==> config.mk <==
export PLATFORM = sky130hd
export DESIGN_NAME = lfsr_gen
export DESIGN_NICKNAME = d
export VERILOG_FILES = /design/src/rtl/lfsr_gen.sv
export SDC_FILE = /design/constraint.sdc
export NUM_CORES = 1
export LEC_CHECK = 0
export BUFFER_PORTS_ARGS = -buffer_cell sky130_fd_sc_hd__buf_4
export CAP_MARGIN = 0
export CORE_UTILIZATION = 39
export CTS_CLUSTER_DIAMETER = 50
export DETAILED_ROUTE_END_ITERATION = 8
export SLEW_MARGIN = 20
export SYNTH_ARGS = -nofsm -noshare
export SYNTH_HDL_FRONTEND = slang
export SYNTH_SLANG_ARGS = --single-unit
==> constraint.sdc <==
create_clock -name clk_i -period 5.5 [get_ports clk_i]
set_input_delay 1.1 -clock clk_i [delete_from_list [all_inputs] [get_ports clk_i]]
set_output_delay 1.1 -clock clk_i [all_outputs]
set_load 0.1 [all_outputs]
==> src/rtl/lfsr_gen.sv <==
// Programmable Fibonacci XNOR LFSR pattern generator with valid/ready output,
// stop/limit/lock-up termination and a small config register file.
module lfsr_gen #(
  parameter int unsigned     WIDTH        = 24,
  parameter logic [WIDTH-1:0] DEFAULT_TAPS = WIDTH'(24'h001008)
) (
  input  logic             clk_i,
  input  logic             reset_i,
  input  logic             config_rdy_i,
  input  logic [1:0]       config_sel_i,
  input  logic [WIDTH-1:0] config_data_i,
  output logic             config_done_o,
  output logic [WIDTH-1:0] config_data_o,
  input  logic             lfsr_en_i,
  output logic [WIDTH-1:0] lfsr_o,
  output logic             lfsr_valid_o,
  input  logic             lfsr_ready_i,
  output logic             lfsr_done_o,
  output logic             lockup_o,
  output logic [WIDTH-1:0] count_o
);

  typedef enum logic [1:0] {StIdle, StRun, StDone} state_e;

  state_e           state_q, state_d;
  logic [WIDTH-1:0] seed_q, stop_q, taps_q, limit_q;
  logic [WIDTH-1:0] lfsr_q, lfsr_d;
  logic [WIDTH-1:0] count_q, count_d;
  logic             lockup_q, lockup_d;
  logic             cfg_wr_q, cfg_done_q;

  logic             cfg_accept;
  logic             fb;
  logic [WIDTH-1:0] lfsr_next;
  logic [WIDTH-1:0] count_inc;
  logic             fixed_point;

  assign cfg_accept  = config_rdy_i && (state_q != StRun);
  assign fb          = ~^(lfsr_q & taps_q);
  assign lfsr_next   = {lfsr_q[WIDTH-2:0], fb};
  assign count_inc   = count_q + WIDTH'(1);
  // All-ones seed with an even number of taps maps to itself under XNOR feedback.
  assign fixed_point = (&seed_q) && !(^taps_q);

  always_comb begin
    state_d  = state_q;
    lfsr_d   = lfsr_q;
    count_d  = count_q;
    lockup_d = lockup_q;
    unique case (state_q)
      StIdle: begin
        lfsr_d   = seed_q;
        count_d  = '0;
        lockup_d = 1'b0;
        if (lfsr_en_i) begin
          if (fixed_point) begin
            state_d  = StDone;
            lockup_d = 1'b1;
          end else begin
            state_d = StRun;
          end
        end
      end
      StRun: begin
        if (!lfsr_en_i) begin
          state_d = StIdle;
        end else if (lfsr_ready_i) begin
          lfsr_d  = lfsr_next;
          count_d = count_inc;
          if ((lfsr_next == stop_q) || ((limit_q != '0) && (count_inc == limit_q))) begin
            state_d = StDone;
          end
        end
      end
      StDone: begin
        if (!lfsr_en_i) begin
          state_d  = StIdle;
          lockup_d = 1'b0;
        end
      end
      default: state_d = StIdle;
    endcase
  end

  always_ff @(posedge clk_i or posedge reset_i) begin
    if (reset_i) begin
      state_q  <= StIdle;
      lfsr_q   <= '0;
      count_q  <= '0;
      lockup_q <= 1'b0;
    end else begin
      state_q  <= state_d;
      lfsr_q   <= lfsr_d;
      count_q  <= count_d;
      lockup_q <= lockup_d;
    end
  end

  // Acknowledge trails the register update by one edge.
  always_ff @(posedge clk_i or posedge reset_i) begin
    if (reset_i) begin
      seed_q     <= '0;
      stop_q     <= '0;
      taps_q     <= DEFAULT_TAPS;
      limit_q    <= '0;
      cfg_wr_q   <= 1'b0;
      cfg_done_q <= 1'b0;
    end else begin
      cfg_wr_q   <= cfg_accept;
      cfg_done_q <= cfg_wr_q;
      if (cfg_accept) begin
        unique case (config_sel_i)
          2'd0: seed_q  <= config_data_i;
          2'd1: stop_q  <= config_data_i;
          2'd2: taps_q  <= config_data_i;
          2'd3: limit_q <= config_data_i;
          default: ;
        endcase
      end
    end
  end

  always_comb begin
    config_data_o = '0;
    unique case (config_sel_i)
      2'd0: config_data_o = seed_q;
      2'd1: config_data_o = stop_q;
      2'd2: config_data_o = taps_q;
      2'd3: config_data_o = limit_q;
      default: config_data_o = '0;
    endcase
  end

  assign config_done_o = cfg_done_q;
  assign lfsr_o        = lfsr_q;
  assign lfsr_valid_o  = (state_q == StRun);
  assign lfsr_done_o   = (state_q == StDone);
  assign lockup_o      = lockup_q;
  assign count_o       = count_q;

endmodule

=== Word level (Yosys, flattened, before mapping) ===
Index checks and enable logic that the tools add are counted.

* Equal/unequal tests: 14
* Mux-type cells: 18
* $add $sub $neg: 1
* Reduce and logical (&&, ||, !) cells: 20
* Bitwise operators: 1

{| class="wikitable"
|+ Operator list
! operator !! count
|-
| 2-to-1 mux 24 bit || 4
|-
| one-hot mux 24 bit (2 select lines) || 2
|-
| one-hot mux 24 bit (4 select lines) || 1
|-
| == test 24 bit || 2
|-
| adder 24 x 1 -> 24 bit, second input constant || 1
|-
| bitwise AND 24 bit || 1
|-
| AND reduction 24 bit || 1
|-
| nonzero test 24 bit || 1
|-
| XNOR reduction 24 bit || 1
|-
| XOR reduction 24 bit || 1
|-
| 2-to-1 mux 2 bit || 6
|-
| AND reduction 2 bit || 5
|-
| == test 2 bit, second input constant || 3
|-
| inequality test 2 bit, second input constant || 3
|-
| inequality test 3 x 2 -> 1 bit, second input constant || 2
|-
| one-hot mux 2 bit (3 select lines) || 1
|-
| == test 2 x 1 -> 1 bit, second input constant || 2
|-
| logical NOT 2 bit || 2
|-
| inequality test 2 x 1 -> 1 bit, second input constant || 2
|-
| AND reduction 4 bit || 1
|-
| nonzero test 2 bit || 2
|-
| logical AND 1 bit || 3
|-
| 2-to-1 mux 1 bit || 3
|-
| AND reduction 3 bit || 1
|-
| other kinds (3) || 3
|}

* Register bits: 149

=== Logic depth before layout (Yosys ltp) ===
Gate-level depths: netlist of run 1.

* Word-level depth: 8
* Mapped depth: 12

=== Least setup slack after synthesis of run 1 ===
No wires, ideal clock.

* Path type: in2out
* Start: input config_sel_i[0]
* End: output config_data_o[10]
* Data required time: 4.400 ns
* Path slack: 1.525 ns
* Data arrival time: 2.875 ns
* Stages: 3
* Cell sequence: clkbuf_1 -> buf_1 -> mux4_2

* Longest elaborated chain between the ends: 2

{| class="wikitable"
|+ RTL lines
! item !! line !! RTL
|-
| from (decl) || 10 || <nowiki>input logic [1:0] config_sel_i,</nowiki>
|-
| == test 2 bit (tied with other cells) || 125 || <nowiki>unique case (config_sel_i)</nowiki>
|-
| one-hot mux 24 bit (4 select lines) * || 125 ||
|-
| to (decl) || 13 || <nowiki>output logic [WIDTH-1:0] config_data_o,</nowiki>
|}

Every way passes the cells marked *; elsewhere a longest branch is shown, timed or not.

=== Worst setup path in the final report of run 1 ===
* Start: input config_sel_i[0]
* End: output config_data_o[0]

The elaborated chain is that of the path after synthesis.

==> impl_metrics.toml, run 1 <==
[floorplanning]
placementRows = 52
fp.coreArea_um2 = 20500
initial_core_util_pct = 40.3
pin_count = 107
die_area_um2 = 21800
die_h_um = 148
die_x_um = 148

[synthesis]
synth_seq_cells = 149
synth_top_cell_by_area = "dfrtp_1"
postSynthCellCount = 720
netlist.area_leader.share_pct = 44.5
synth-async-reset-ratio_pct = 100
ys_warn_count = 0
synth_cell_types = 65
syn_area_um2 = 8270
ys_top_cells_by_area = "dfrtp_1, mux2_2, mux4_2"
synth_nets = 752
synth_ff_type = "dfrtp_1"
synth_edf_count = 0
synth.avg_cell_area_um2 = 11.5
yosysSeqAreaShare_pct = 45.1

[clock_network]
cts_root_buffer = "clkbuf_16"
clk_latency_ns = 0.43
cts.sinks = 149
numCtsBuffers = 17
post_cts_buffers = 0
cts_tree = "yes"
cts_resized = 0
clock_path_buffers = 2
cts-htree-levels = 4
clkTransAtPathRegs_ns = 0.06
hold_buffers = 0

[global_route]
grt_max_degree = 57
grt_pass1_wl_um = 36800
grt_pass1_vias = 5966
grt_usage_pct = 22.9
antenna_found_initial = 0
grt-ovfl-total = 0

[power_and_ir_drop]
ir_drop_mv = 0.359
p_leak_uw = 0.00413
power_density_nw_per_um2 = 571

[sta]
fin_hold_ws_ns = 0.361
fmax_mhz = 282
worstMarginPinSlew_ns = 0.813
rsz0062_at_grt = "false"
maxSlewViolCount = 0
maxSlewHeadroom_pct = 45.7
tns_ns = 0
finalHoldViolations = 0
fin_skew_ns = 0.00914
fin_crit_sh_pct = 64.4
setup_violations = 0
period_needed_ns = 3.54

[route]
ant_nets = 0
dr.pass1.iters = 5
drt-vias-per-instance = 5.68
wl_per_cell_um = 21.8
vias = 6210
drc = 0
wl_um = 23900
dr.first_iter.drc_count = 358

[cells_and_area]
nets = 843
multi_input_area_um2 = 4340
nFillCells = 1923
final_common_cell = "dfrtp_1"
drive_gt1_share_pct = 34.6
regArea_um2 = 3730
syn2layout_area_growth_pct = 18.8
diodes = 0
final_cell_mix = "dfrtp_1, buf_4, mux2_2"

[worst_setup_path]
crit_path_end_kind = "output pin"
worstSetupStartpointType = "input pin"
worstPathArrival_ns = 2.44
cp_data_required_time_ns = 4.40
critPathMaxFanout = 28
worstPathCellList = "buf_4 -> mux4_2 -> buf_4"
critPathSlowestCell = "mux4_2"
cpPeakStageDelay_ns = 0.62
crit_type = "input pin to output pin"
path_common_cell = "buf_4"

[run_status]
status = "finished, final reports clean"

[placed_design]
dpl.hpwl_um = 17300
io_buffer_count = 106
globalplace.congestion = 0.900

[job]
maxCapViolations = 0

[hold_path]
min_path_type = "flip-flop to flip-flop"
## power breakdown
group          internal (uW)  switching (uW)
combinational            964            1730
clock                    617             480
sequential              1370             439
total                   2950            2650
## worst max-delay path, delay by kind of cell
kind / cells / cell delay, ns
buffers and inverters: 2 / 0.70
muxes: 1 / 0.62
## registers in the layout (all words and copies together) (netlist names)
signal,flops
state_q,2
limit_q,24
taps_q,24
cfg_wr_q,1
lfsr_o,24
stop_q,24
seed_q,24
config_done_o,1
lockup_o,1
count_o,24
## through the flow
stage          utilization [%]  std cells  setup slack, ns  power (uW)  cell area, um2
2_1_floorplan                -        720            0.395        3860            8270
3_3_place_gp              45.2       1062             1.94        4530            9270
3_5_place_dp              45.2       1062             1.92        4530            9270
4_1_cts                   47.9       1094             1.92        5640            9820
5_1_grt                   47.9       1094             1.87        5850            9820
6_report                  47.9       1094             1.96        5610            9820
## per-layer routing
metal,routed length (um),part of all wire (%),vias to the layer above,GRT usage (%)
met5,0,0,-,0
met4,581,2.4,0,8.25
met3,1420,5.9,33,5.09
met2,11200,47,195,35.7
met1,10700,45,3156,31.2
li1,-,-,2826,-
## cell families (layout without fill, tap and decap cells)
| kind of cell | after synthesis | after routing | share of synthesized area [%] |
|---|---|---|---|
| mux | 144 | 144 | 22.5 |
| xor+xnor | 97 | 97 | 10.4 |
| compound gates | 113 | 113 | 8.55 |
| fa+ha+maj | 1 | 1 | 0.151 |
| buf+inv | 44 | 148 | 2.57 |
| simple gates | 172 | 172 | 10.6 |
| flops | 149 | 149 | 45.1 |
## final timing paths
kind / startpoint / end / slack (ns) / cells past startpoint
max: config_sel_i[0] / config_data_o[0] / 1.96 / 3
max in group asynchronous: reset_i / lfsr_o[9] / 3.79 / 3
min in group asynchronous: reset_i / seed_q[2] / 0.66 / 2
min reg2reg: cfg_wr_q / config_done_o / 0.36 / 0
max reg2reg: count_o[0] / state_q[1] / 2.69 / 9
min: cfg_wr_q / config_done_o / 0.36 / 0
## layout make-up
class | instances | share of cell area (%)
clock buffer | 23 | 4.87
sequential | 149 | 38.0
clock inverter | 9 | 0.713
timing repair buffer | 112 | 8.56
tap | 270 | 3.44
inverter | 4 | 0.204
multi-input combinational | 527 | 44.2
## synthesized netlist by cell type, drive strengths merged (2+ instances only)
cell type,instances
dfrtp,147
mux2,97
nand2,72
o21ai,59
xnor2,56
xor2,40
clkbuf,26
mux4,24
mux2i,23
nand4,20
nor2,20
buf,14
nand3,14
nor4,13
o31ai,11
a21oi,8
a31oi,7
a21o,5
and3,5
and4,5
nor3,5
a22o,4
and2,4
inv,4
a2bb2oi,2
dfstp,2
nand2b,2
nand3b,2
nor2b,2
o41ai,2
or2,2
or3,2
or4,2
(Power assumes the default switching activity.)
==> run 2: changes to the inputs <==
ABC_AREA = 1   (was unset)
clock period = 3.5 ns   (was 5.5 ns; I/O delays follow)
==> impl_metrics.toml, run 2 <==
[run_status]
status = "finished, final reports clean"

[synthesis]
ys_top_cells_by_area = "dfrtp_1, nand2_1, o21ai_0"
synth.avg_cell_area_um2 = 7.14
synth_edf_count = 0
synth.most_common_cell = "nand2_1"
synth-async-reset-ratio_pct = 100
yosysSeqAreaShare_pct = 42.7
synth_commonest_cells = "nand2_1, dfrtp_1, inv_1"
synth_cell_types = 38
postSynthCellCount = 1223
synth_nets = 1255
synth_seq_cells = 149
synth_top_cell_by_area = "dfrtp_1"
netlist.area_leader.share_pct = 42.1
syn_area_um2 = 8740
synth_ff_type = "dfrtp_1"
ys_warn_count = 0

[clock_network]
post_cts_buffers = 0
cts.sinks = 149
clock_path_buffers = 2
cts_tree = "yes"
clkTransAtPathRegs_ns = 0.06
hold_buffers = 0
cts_root_buffer = "clkbuf_16"
numCtsBuffers = 17
cts-htree-levels = 4
cts_resized = 0
clk_latency_ns = 0.42

[cells_and_area]
final_cell_mix = "nand2_1, dfrtp_1, inv_1"
final_common_cell = "nand2_1"
nets = 1355
nFillCells = 2246
drive_gt1_share_pct = 14.3
fin_cells = 1613
syn2layout_area_growth_pct = 20.4
diodes = 0

[worst_setup_path]
path_common_cell = "buf_4"
critPathSlowestCell = "buf_4"
crit_type = "input pin to output pin"
cp_num_buf_inv = 3
cp_data_required_time_ns = 2.80
critical-path-top-delay-family = "buffers and inverters"
critPathMaxFanout = 11
cpPeakStageDelay_ns = 0.36
worstSetupStartpointType = "input pin"
worstPathArrival_ns = 2.13
cp-startpoint = "config_sel_i[0]"
crit_path_end_kind = "output pin"
worstPathCellList = "buf_4 -> nand2_1 -> buf_4 -> o2111ai_1 -> buf_4"
r2r-start = "count_o[0]"

[power_and_ir_drop]
p_sw_share_pct = 53.3
pwr-share-clk_pct = 16.4
p_switching_uw = 6370
p_leak_uw = 0.00522
power_density_nw_per_um2 = 1140
ir_drop_mv = 0.798
sequentialPowerShare_pct = 28.5
power_frac_comb_pct = 55.0
internal_power_uw = 5590

[floorplanning]
pin_count = 107
die_h_um = 152
initial_core_util_pct = 39.9
fp.coreArea_um2 = 21900
die_area_um2 = 23000
placementRows = 54
die_x_um = 152

[route]
dr.pass1.iters = 7
vias = 8388
drt-vias-per-instance = 5.20
wl_per_cell_um = 17.5
wl_um = 28200
dr.first_iter.drc_count = 703
drc = 0
ant_nets = 0

[sta]
fmax_mhz = 353
tns_ns = 0
worstMarginPinSlew_ns = 0.845
setup_violations = 0
maxSlewHeadroom_pct = 43.6
period_needed_ns = 2.83
rsz0062_at_grt = "false"
maxSlewViolCount = 0
fin_skew_ns = 0.00923
fin_crit_sh_pct = 80.9
finalHoldViolations = 0

[global_route]
grt_max_degree = 64
grt_pass1_wl_um = 43500
grt_usage_pct = 25.4
grt_pass1_vias = 7643
grt-ovfl-total = 0
antenna_found_initial = 0

[placed_design]
placed_cells = 1584
dpl.hpwl_um = 21200
io_buffer_count = 106
globalplace.congestion = 0.930

[hold_path]
min_path_type = "input pin to async pin"

[job]
maxCapViolations = 0
## run 2: changes by cell type in the layout (fill, tap and decap cells not counted), moves of 21 or more
cell	before	now
inv_1	2	143
mux2_2	97	0
mux2i_1	23	0
mux4_2	24	0
nand2_1	72	461
nand3_1	11	64
nor2_1	19	52
o211ai_1	1	22
o21ai_0	58	130
o22ai_1	0	22
xnor2_1	56	29
## run 2: final timing paths
| check | to | slack, ns | cells past startpoint |
|---|---|---|---|
| worst max-delay path | config_data_o[14] | 0.67 | 5 |
| worst min-delay path | count_o[6] | 0.34 | 2 |
| worst max register to register | state_q[0] | 1.07 | 16 |
| worst min register to register | config_done_o | 0.35 | 0 |
| max in group asynchronous | lfsr_o[12] | 2.41 | 3 |
| min in group clk_i | config_done_o | 0.35 | 0 |
## run 2: stage by stage
| stage | utilization [%] | instance area [um2] | hold WS, ns | setup slack, ns | total power (uW) |
|---|---|---|---|---|---|
| floorplan | - | 8740 | 0.331 | 0.295 | 8210 |
| global placement | 45.2 | 9900 | 0.332 | 0.721 | 9880 |
| detailed placement | 45.2 | 9900 | 0.340 | 0.719 | 9950 |
| CTS | 48.1 | 10500 | 0.349 | 0.714 | 12000 |
| global route | 48.1 | 10500 | 0.365 | 0.619 | 12700 |
| finish | 48.1 | 10500 | 0.343 | 0.667 | 12000 |
## run 2: area by class of cell
cell class	instances	area (um2)	area share, %
Multi-Input combinational cell	886	4320	41.0
Clock inverter	8	149	1.42
Timing Repair Buffer	124	956	9.09
Clock buffer	21	470	4.47
Inverter	145	548	5.21
Tap cell	280	350	3.33
Sequential cell	149	3730	35.5
## run 2: power groups by stage
stage / registers, uW / clock network [uW] / logic (uW)
floorplan: 4110 / 0 / 4110
global placement: 3420 / 0 / 6460
detailed placement: 3410 / 0 / 6540
CTS: 3390 / 2000 / 6570
global route: 3500 / 2060 / 7180
finish: 3410 / 1970 / 6580
## run 2: cell families after synthesis
kind of cell | Yosys count | synth area share [%]
AND/OR/NAND/NOR | 628 | 29.8
AO/OA/AOI/OAI | 206 | 13.8
buffers and inverters | 188 | 8.19
flip-flops | 149 | 42.7
XOR/XNOR | 51 | 5.36
adder cells (fa/ha/maj) | 1 | 0.143
## run 2: per-layer routing
metal  track usage (%)  wire length [um]  part of all wire, %
met5                 0                 0                    0
met2              40.2             12900                   46
met3              4.01              1650                  5.8
met4              9.21               750                  2.7
met1              35.1             12900                   46
## run 2: worst reg2reg max path: stages, from the launching register on
cell	delay (ns)
dfrtp_1	0.44
ha_1	0.22
nand2_2	0.11
nor2_4	0.19
nand3_1	0.14
nor2_1	0.26
nand4_1	0.16
nand2_1	0.12
nand2_1	0.05
nand2_1	0.06
nand2_1	0.07
nor2_1	0.11
nand2_1	0.13
nand3_2	0.12
nand2_1	0.05
nand2_1	0.05
nand2_1	0.05
